### config.mk
export PLATFORM = sky130hd
export DESIGN_NAME = fetch_stage
export DESIGN_NICKNAME = d
export VERILOG_FILES = /design/src/rtl/fetch_stage.sv
export SDC_FILE = /design/constraint.sdc
export NUM_CORES = 1
export LEC_CHECK = 0
export CORE_ASPECT_RATIO = 1.25
export CORE_MARGIN = 2
export CORE_UTILIZATION = 39
export DETAILED_ROUTE_END_ITERATION = 7
export PLACE_DENSITY = 0.82
export SETUP_SLACK_MARGIN = 0.15
export SYNTH_ARGS = -nofsm -noshare
export SYNTH_HDL_FRONTEND = slang
export SYNTH_SLANG_ARGS = --single-unit
export TNS_END_PERCENT = 1
### constraint.sdc
create_clock -name clk -period 1.8 [get_ports clk]
set_input_delay 0.27 -clock clk [delete_from_list [all_inputs] [get_ports clk]]
set_output_delay 0.27 -clock clk [all_outputs]
set_load 0.005 [all_outputs]
### src/rtl/fetch_stage.sv
// Instruction fetch stage with IF/ID pipeline register for the RISC-V core.
// Latency: a word fetched in cycle n is presented on if_id_* in cycle n+1; a redirect costs one bubble.
// Backpressure: stall holds pc and IF/ID; redirect overrides stall; HALTED ignores stall until a redirect arrives.
//
// Ports:
//   clk, reset        rising-edge clock, synchronous active-high reset
//   stall             hazard-unit hold request for pc and IF/ID
//   redirect_valid/pc EX-stage branch/jump target (low two bits dropped)
//   imem_addr/rdata   combinational instruction memory read port (addr == pc)
//   if_id_*           registered instruction, its pc, pc+4, opcode and valid flag
//   halted            stage has fetched the HALT encoding and is parked
module fetch_stage #(
  parameter logic [31:0] RESET_PC   = 32'h0000_0000,
  parameter logic [31:0] NOP_INSTR  = 32'h0000_0013,
  parameter logic [31:0] HALT_INSTR = 32'h0000_0073
) (
  input  logic        clk,
  input  logic        reset,
  input  logic        stall,
  input  logic        redirect_valid,
  input  logic [31:0] redirect_pc,
  output logic [31:0] imem_addr,
  input  logic [31:0] imem_rdata,
  output logic [31:0] if_id_pc,
  output logic [31:0] if_id_pc_plus4,
  output logic [31:0] if_id_instr,
  output logic [6:0]  if_id_opcode,
  output logic        if_id_valid,
  output logic        halted
);

  typedef enum logic {
    RUN    = 1'b0,
    HALTED = 1'b1
  } state_t;

  state_t      state;
  state_t      state_nxt;
  logic [31:0] pc;
  logic [31:0] pc_nxt;
  logic [31:0] if_id_pc_nxt;
  logic [31:0] if_id_instr_nxt;
  logic        if_id_valid_nxt;
  logic [31:0] redirect_aligned;

  // Targets are word aligned; misaligned low bits from EX are simply discarded.
  assign redirect_aligned = redirect_pc & 32'hFFFF_FFFC;

  always_comb begin
    state_nxt       = state;
    pc_nxt          = pc;
    if_id_pc_nxt    = if_id_pc;
    if_id_instr_nxt = if_id_instr;
    if_id_valid_nxt = if_id_valid;

    case (state)
      RUN: begin
        if (redirect_valid) begin
          // Flush the wrong-path word; stall is irrelevant since that word is dead.
          pc_nxt          = redirect_aligned;
          if_id_instr_nxt = NOP_INSTR;
          if_id_valid_nxt = 1'b0;
        end else if (stall) begin
          // Hold everything.
        end else if (imem_rdata == HALT_INSTR) begin
          // Park on the HALT address; HALT itself never reaches decode.
          if_id_instr_nxt = NOP_INSTR;
          if_id_valid_nxt = 1'b0;
          state_nxt       = HALTED;
        end else begin
          if_id_pc_nxt    = pc;
          if_id_instr_nxt = imem_rdata;
          if_id_valid_nxt = 1'b1;
          pc_nxt          = pc + 32'd4;
        end
      end
      HALTED: begin
        if_id_instr_nxt = NOP_INSTR;
        if_id_valid_nxt = 1'b0;
        // A HALT may have been fetched behind a branch still resolving in EX.
        if (redirect_valid) begin
          pc_nxt    = redirect_aligned;
          state_nxt = RUN;
        end
      end
    endcase
  end

  always_ff @(posedge clk) begin
    if (reset) begin
      state       <= RUN;
      pc          <= RESET_PC;
      if_id_pc    <= 32'h0000_0000;
      if_id_instr <= NOP_INSTR;
      if_id_valid <= 1'b0;
    end else begin
      state       <= state_nxt;
      pc          <= pc_nxt;
      if_id_pc    <= if_id_pc_nxt;
      if_id_instr <= if_id_instr_nxt;
      if_id_valid <= if_id_valid_nxt;
    end
  end

  assign imem_addr      = pc;
  assign if_id_pc_plus4 = if_id_pc + 32'd4;
  assign if_id_opcode   = if_id_instr[6:0];
  assign halted         = (state == HALTED);

endmodule
Word-level counts from Yosys, hierarchy flattened --
Cells that the tools add are included.
Word-level totals: bits in registers 98, input port bits 68, output and inout bits 137, logic and storage cells 35
Operators by class: add/subtract/negate cells 2, equal/unequal tests 4, mux-type cells 18, bitwise gates (word level) 4, reduce and logical (&&, ||, !) cells 2
Operators with widths (number):
- 32-bit 2-to-1 mux | 7
- 32-bit one-hot mux with 2 select lines | 2
- 32-bit by 3-bit adder with 32-bit output (second input constant) | 2
- 32-bit by 7-bit == test with 1-bit output (second input constant) | 1
- 1-bit 2-to-1 mux | 7
- 3-bit != test (second input constant) | 2
- 1-bit inverter | 4
- 1-bit one-hot mux with 2 select lines | 2
- 4-bit AND reduction | 1
- 3-bit AND reduction | 1
- 2-bit != test (second input constant) | 1

Logic depth before layout (Yosys ltp) --
Gate-level depths: netlist of the first run.
word-level depth 5, depth in mapped cells 8

Worst setup path before layout of the first run --
OpenSTA, ideal clock, no wires.
path type flip-flop to output port, start register if_id_pc[8], end output port if_id_pc_plus4[29], arrival 1.588 ns, path slack -0.058 ns, stages on the path, launching flop included 7, path buffers 1, cell sequence dfxtp_1 and4_1 and4_1 buf_6 nand3_4 nor4_1 xor2_1
Between the ends: word-level cells in the longest chain between the ends 1
Ends and longest elaborated chain:
- from (decl) | line 24 | output logic [31:0] if_id_pc,
- from (signal assigned) | line 99 | if_id_pc <= if_id_pc_nxt;
- 32-bit by 3-bit adder with 32-bit output | line 106 | assign if_id_pc_plus4 = if_id_pc + 32'd4;
- to (decl) | line 25 | output logic [31:0] if_id_pc_plus4,
No other way between the ends.

Final worst setup path of the first run --
start register if_id_pc[11], end output port if_id_pc_plus4[24]
The elaborated chain is that of the path after synthesis.

==> results of run 1 <==
path summary, 6_finish.rpt:
path	end	depth (start not counted)	start	slack, ns
setup / recovery	if_id_pc_plus4[24]	8	if_id_pc[11]	-0.44
hold / removal	if_id_instr[20]	2	imem_rdata[20]	0.24
setup reg to reg	imem_addr[29]	5	imem_addr[5]	-0.05
hold reg to reg	if_id_valid	2	if_id_valid	0.46
layer usage:
metal,routed length (um),vias to the layer above
met5,0,-
met4,580,0
met3,1460,54
met2,9859,322
met1,6889,2805
li1,-,2849
repair_timing:
action / 4_1_cts / 5_1_grt
gates cloned: 0 / 0
endpoints found under the setup margin: 135 / 148
pin swaps: 27 / 8
gates resized for setup: 149 / 35
setup buffers: 12 / 0
endpoints found under the hold margin: 0 / 0
area by class of cell:
cell class / instances / share of cell area
timing repair buffer: 354 / 0.3735
multi-input combinational: 449 / 0.3393
sequential: 94 / 0.2180
clock buffer: 13 / 0.02979
tap: 168 / 0.02406
clock inverter: 3 / 0.01031
inverter: 12 / 0.005155
cell usage after synthesis (8+ instances only):
cell / number
o21ai_0: 11
clkbuf_1: 25
xor2_1: 11
a22oi_1: 18
and3_1: 8
nor3_1: 16
dfxtp_1: 94
and4_1: 9
xnor2_1: 18
nor4_1: 10
a31oi_1: 12
nor2_1: 37
a22o_1: 25
buf_4: 15
inv_1: 12
o32ai_1: 12
nand2_1: 102
nand3_1: 23
nand4_1: 23
a21oi_1: 47
buf_2: 20
cell families after synthesis:
family                   Yosys count
AND/OR/NAND/NOR                  249
other                              1
adder cells (fa/ha/maj)            2
XOR/XNOR                          29
AO/OA/AOI/OAI                    163
buffers and inverters             77
flip-flops                        94
per-stage QoR:
step / area (um2) / worst slack, ns
6_report: 8737 / -0.4350
4_1_cts: 8696 / -0.4153
3_5_place_dp: 8090 / -0.5252
2_1_floorplan: 5014 / 0.006591
3_3_place_gp: 8090 / -0.5593
5_1_grt: 8737 / -0.5315
power by group through the flow:
stage	clock [mW]	combinational, mW	sequential (mW)
after floorplan	0	0.347	2.30
after global placement	0	1.00	2.27
after detailed placement	0	1.02	2.28
after CTS	2.24	1.02	2.23
after global routing	2.33	1.10	2.25
final	2.24	1.03	2.24
registers in the layout (all words and copies together) (netlist names):
name / cells
halted: 1
if_id_instr: 32
if_id_pc: 30
if_id_valid: 1
imem_addr: 30
worst register-to-register path: stages, from the launching register on:
cell and delay, ns:
dfxtp_1 0.40, nand4_1 0.26, nor4_4 0.36, nand4_1 0.20
or3_1 0.35, a31oi_1 0.21
==> metrics.md, run 1 <==
| Metric | Value |
|---|---|
| Total power | `5.502 mW` |
| Status | `complete, but fails checks` |
| Worst Path Buf+Inv | `3` |
| Dominant cell type by area after synthesis | `dfxtp_1` |
| Final min period | `2.235 ns` |
| Port bufs | `196` |
| Finished Core Util | `0.6964` |
| Largest cells by area after synthesis | `dfxtp_1 38%, nand2_1 7.7%, a21oi_1 4.7%` |
| Reg clk slew, reported paths | `0.07 ns` |
| First-pass GRT wire length | `29600 um` |
| Crit-path leading delay family | `simple AND/OR/NAND/NOR gates` |
| Row count | `46` |
| Synth Area in Compound Gates | `0.2368` |
| Multiplexer share of the synthesized area | `0` |
| Clock power frac | `0.406` |
| CTS tree | `built` |
| H-tree depth | `3` |
| Violations in the final reports | `negative setup slack` |
| 1st-pass router iterations | `5` |
| Remaining DRCs | `0` |
| Vias in the first global route | `6054` |
| Final setup vio count | `100` |
| Skew-Pair Late Insertion Delay | `0.35 ns` |
| Crit-path max FO | `5` |
| Switch Pwr | `1.318 mW` |
| Lkg Pwr | `3.676 nW` |
| Layout cells sized above 1 | `0.2854` |
| Post-Route WL | `18790 um` |
| Number of flops mapped to enable cells by yosys | `0` |
| Unrepaired setup endpoints after global routing | `true` |
| Final net count | `990` |
| Synthesis warning total | `0` |
| Max Cap Viol | `0` |
| Final Slew Violations | `0` |
| Commonest register cell after synthesis | `dfxtp_1` |
| Area Overhead vs Synth | `75.94%` |
| Die X-Extent | `104.9 um` |
| Distinct cells, synth | `56` |
| Max clock buf depth | `2` |
| Seq/Total Area, Yosys | `0.3789` |
| Commonest non-fill, non-tap cells in the layout | `154 x clkdlybuf4s50_1, 130 x buf_4, 101 x nand2_1` |
| Pin count of the biggest net entering global routing | `35` |
| Initial antenna violation count | `0` |
| Most used routing layer | `met2` |
| Total track usage | `0.2688` |
| Share of the synthesized area in the top cell type | `0.3789` |
| Synth Area in Adders | `0.005039` |
| Clock sinks | `94` |
| Die area | `13660 um2` |
| Seq cells post-synth | `94` |
| Io pins | `205` |
| Mapped cell area | `4966 um2` |
| Non-Filler Instances | `1093` |
| CP arrival | `1.97 ns` |
| DR iter-0 viols | `517` |
| Multi-input gate area | `2964 um2` |
| TritonCTS Buffers | `9` |
| CORE AREA | `12550 um2` |
| Post-Syn Area per Cell | `8.075 um2` |
| Post-synthesis simple-gate area fraction | `0.2507` |
| Pwr per Cell Area | `629.8 nW/um2` |
| CTS Root Buffer Type | `clkbuf_16` |
| Fillers | `985` |
| Total gr overflow | `0` |
| Worst vdd ir | `0.4642 mV` |
| Register Area | `1904 um2` |
| Period utilisation layout | `1.242` |
| Slowest CP cell | `dfxtp_2` |
| Final setup margin | `-0.4350 ns` |
| Setup TNS | `-12.13 ns` |
| Met1 Usage GRT | `0.2980` |
| Critical Path Source Type | `register` |
| DP Wirelength | `13220 um` |
| Worst-case clock skew | `0.007187 ns` |
| Placed insts | `1065` |
| Post-CTS Hold Buffers | `0` |
| Die height | `130.2 um` |
| Switching share of power | `0.2395` |
| Crit path kind | `reg -> out` |
| Highest Clock Rate | `447.4 MHz` |
| Fin. Hold Viols | `0` |
| Met3 global-route usage | `0.05944` |
| Crit-path cells | `and4_1 > and4_1 > buf_6 > nand3_4 > buf_6 > nor3_4 > xor2_1 > buf_2` |
| Vias/cell | `5.517` |
| Comb power frac | `0.187` |
| Worst hold path class | `in -> reg` |
| Internal Power | `4.184 mW` |
| Xor/xnor share of the synthesized area | `0.05115` |
| Required time worst endpoint | `1.53 ns` |
| Sequential power share | `0.406` |
| Slowest stage delay, CP | `0.32 ns` |
| GP Congestion | `0.9182` |
| DR vias | `6030` |
| Async SR Flop Fraction | `0` |
| Crit. End Element | `output port` |
| Post-route ant nets | `0` |
| Most common cell after layout, fill and taps aside | `clkdlybuf4s50_1` |
| Largest family of logic cells by synthesized area | `simple AND/OR/NAND/NOR gates` |
| Wire length per cell | `17.19 um` |
| ANT cells | `0` |
| Initial core utilization | `0.3958` |
| GR Util met2 | `0.4905` |
| Worst-case hold slack | `0.2387 ns` |
| Cell count after synthesis | `615` |
Note: power is estimated with default switching activity, not from simulation.
==> run 2: changes to the inputs <==
- ABC_AREA: unset -> 0
- SLEW_MARGIN: unset -> 10
- TNS_END_PERCENT: 1 -> unset
==> metrics.md, run 2 (synthesis results as in run 1) <==
| Metric | Value |
|---|---|
| Skew-Pair Late Insertion Delay | `0.34 ns (about the same)` |
| Die height | `130.2 um (unchanged)` |
| Worst vdd ir | `0.4567 mV (-1.6%)` |
| First-pass GRT wire length | `31820 um (+7.5%)` |
| H-tree depth | `3 (unchanged)` |
| Total gr overflow | `0 (unchanged)` |
| DP Wirelength | `13530 um (+2.3%)` |
| Post-Route WL | `25360 um (+35%)` |
| Most common cell after layout, fill and taps aside | `buf_4` |
| Critical Path Source Type | `register` |
| Initial core utilization | `0.3958 (unchanged)` |
| Pwr per Cell Area | `541.5 nW/um2 (-14%)` |
| Io pins | `205 (unchanged)` |
| GP Congestion | `0.9075 (-1.2%)` |
| Max Cap Viol | `0 (unchanged)` |
| Highest Clock Rate | `415.0 MHz (-7.2%)` |
| DR iter-0 viols | `797 (+54%)` |
| Worst Path Buf+Inv | `4 (+1)` |
| Wire length per cell | `22.25 um (+29%)` |
| Dpl cell area | `8092 um2 (about the same)` |
| CORE AREA | `12550 um2 (unchanged)` |
| 1st-pass router iterations | `5 (unchanged)` |
| Port bufs | `196 (unchanged)` |
| Die area | `13660 um2 (unchanged)` |
| Crit. End Element | `output port` |
| Layout cells sized above 1 | `0.4733 (+0.1878)` |
| Clock sinks | `94 (unchanged)` |
| Reg clk slew, reported paths | `0.07 ns (about the same)` |
| Max reg flops | `32 (unchanged)` |
| Top reg by flops | `if_id_instr` |
| CP arrival | `2.14 ns (+0.17 ns)` |
| Violations in the final reports | `negative setup slack` |
| Post-route ant nets | `0 (unchanged)` |
| Vias in the first global route | `6307 (+4.2%)` |
| Area Overhead vs Synth | `102.8%` |
| Total track usage | `0.2898 (+0.02096)` |
| Reg2reg setup slack | `-0.09 ns (-0.04 ns)` |
| Crit path kind | `reg -> out` |
| Dpl ws | `-0.5597 ns (-0.03453 ns)` |
| Final setup vio count | `27 (-73%)` |
| Row count | `46 (unchanged)` |
| TritonCTS Buffers | `9 (unchanged)` |
| Slowest stage delay, CP | `0.36 ns (+0.04 ns)` |
| Design area | `10070 um2 (+15%)` |
| Required time worst endpoint | `1.53 ns (about the same)` |
| Final net count | `1037 (+4.7%)` |
| Final setup margin | `-0.6095 ns (-0.1745 ns)` |
| Initial antenna violation count | `0 (unchanged)` |
| CTS tree | `built` |
| Crit-path max FO | `5 (unchanged)` |
| Period utilisation layout | `1.339 (+0.09693)` |
| Lkg Pwr | `4.329 nW (+18%)` |
| Remaining DRCs | `0 (unchanged)` |
| Vias/cell | `6.045 (+9.6%)` |
| Unrepaired setup endpoints after global routing | `true` |
| CP most frequent cell | `buf_4` |
| Pin count of the biggest net entering global routing | `38 (+8.6%)` |
| CTS Root Buffer Type | `clkbuf_16` |
| Worst hold path class | `in -> reg` |
| ANT cells | `0 (unchanged)` |
| DR vias | `6891 (+14%)` |
| Fin. Hold Viols | `0 (unchanged)` |
| Setup TNS | `-9.593 ns (+2.539 ns)` |
| Crit-path cells | `and3_4 > and2_4 > nand4_1 > buf_4 > buf_8 > nor3_4 > buf_4 > xor2_1 > buf_2` |
| Die X-Extent | `104.9 um (unchanged)` |
| Crit-path leading delay family | `simple AND/OR/NAND/NOR gates` |
| Worst-case clock skew | `0.008958 ns (+0.001771 ns)` |
| Max clock buf depth | `2 (unchanged)` |
| Commonest non-fill, non-tap cells in the layout | `126 x buf_4, 125 x clkdlybuf4s50_1, 76 x nand2_1` |
| Status | `complete, but fails checks` |
| Final Slew Violations | `0 (unchanged)` |
| Slowest CP cell | `dfxtp_2` |
| Final min period | `2.409 ns (+0.1745 ns)` |
run 2: final cells by class:
cell class	instances	area [um2]
clock buffer	11	252.7
fill	684	2477
sequential	94	1941
multi-input combinational	449	3699
inverter	12	45.04
tap	168	210.2
clock inverter	5	41.29
timing repair buffer	401	3881
run 2: stage by stage:
stage	utilization	power, mW	hold WS, ns	std cells
5_1_grt	0.8026	5.575	0.1579	1140
2_1_floorplan	-	2.651	0.4027	620
3_5_place_dp	0.6449	3.291	0.4478	1058
4_1_cts	0.7351	5.244	0.1706	1117
3_3_place_gp	0.6449	3.271	0.4449	1058
6_report	0.8026	5.453	0.1612	1140
run 2: final timing paths:
kind | from | end | depth (start not counted)
worst max-delay path | if_id_pc[17] | if_id_pc_plus4[26] | 9
worst min-delay path | imem_rdata[20] | if_id_instr[20] | 2
worst max register to register | imem_addr[18] | imem_addr[21] | 6
worst min register to register | if_id_valid | if_id_valid | 2
run 2: what timing repair did:
action,CTS,global route
cloned,6,3
gates resized for setup,315,195
pin swaps,95,119
setup buffers,37,20
setup endpoints to repair,132,135
hold buffers,0,0
run 2: layer usage:
layer	track usage	up-vias	wire (um)
met5	0	-	0
met3	0.06394	166	2008
li1	-	2952	-
met4	0.1192	0	1786
met2	0.5630	494	13150
met1	0.3006	3279	8420
run 2: report_power, final:
group	internal (mW)	switching (mW)	total (mW)
Sequential	2.17	0.0778	2.24
Clock	1.02	0.881	1.90
Combinational	0.695	0.609	1.30
Total	3.89	1.57	5.45
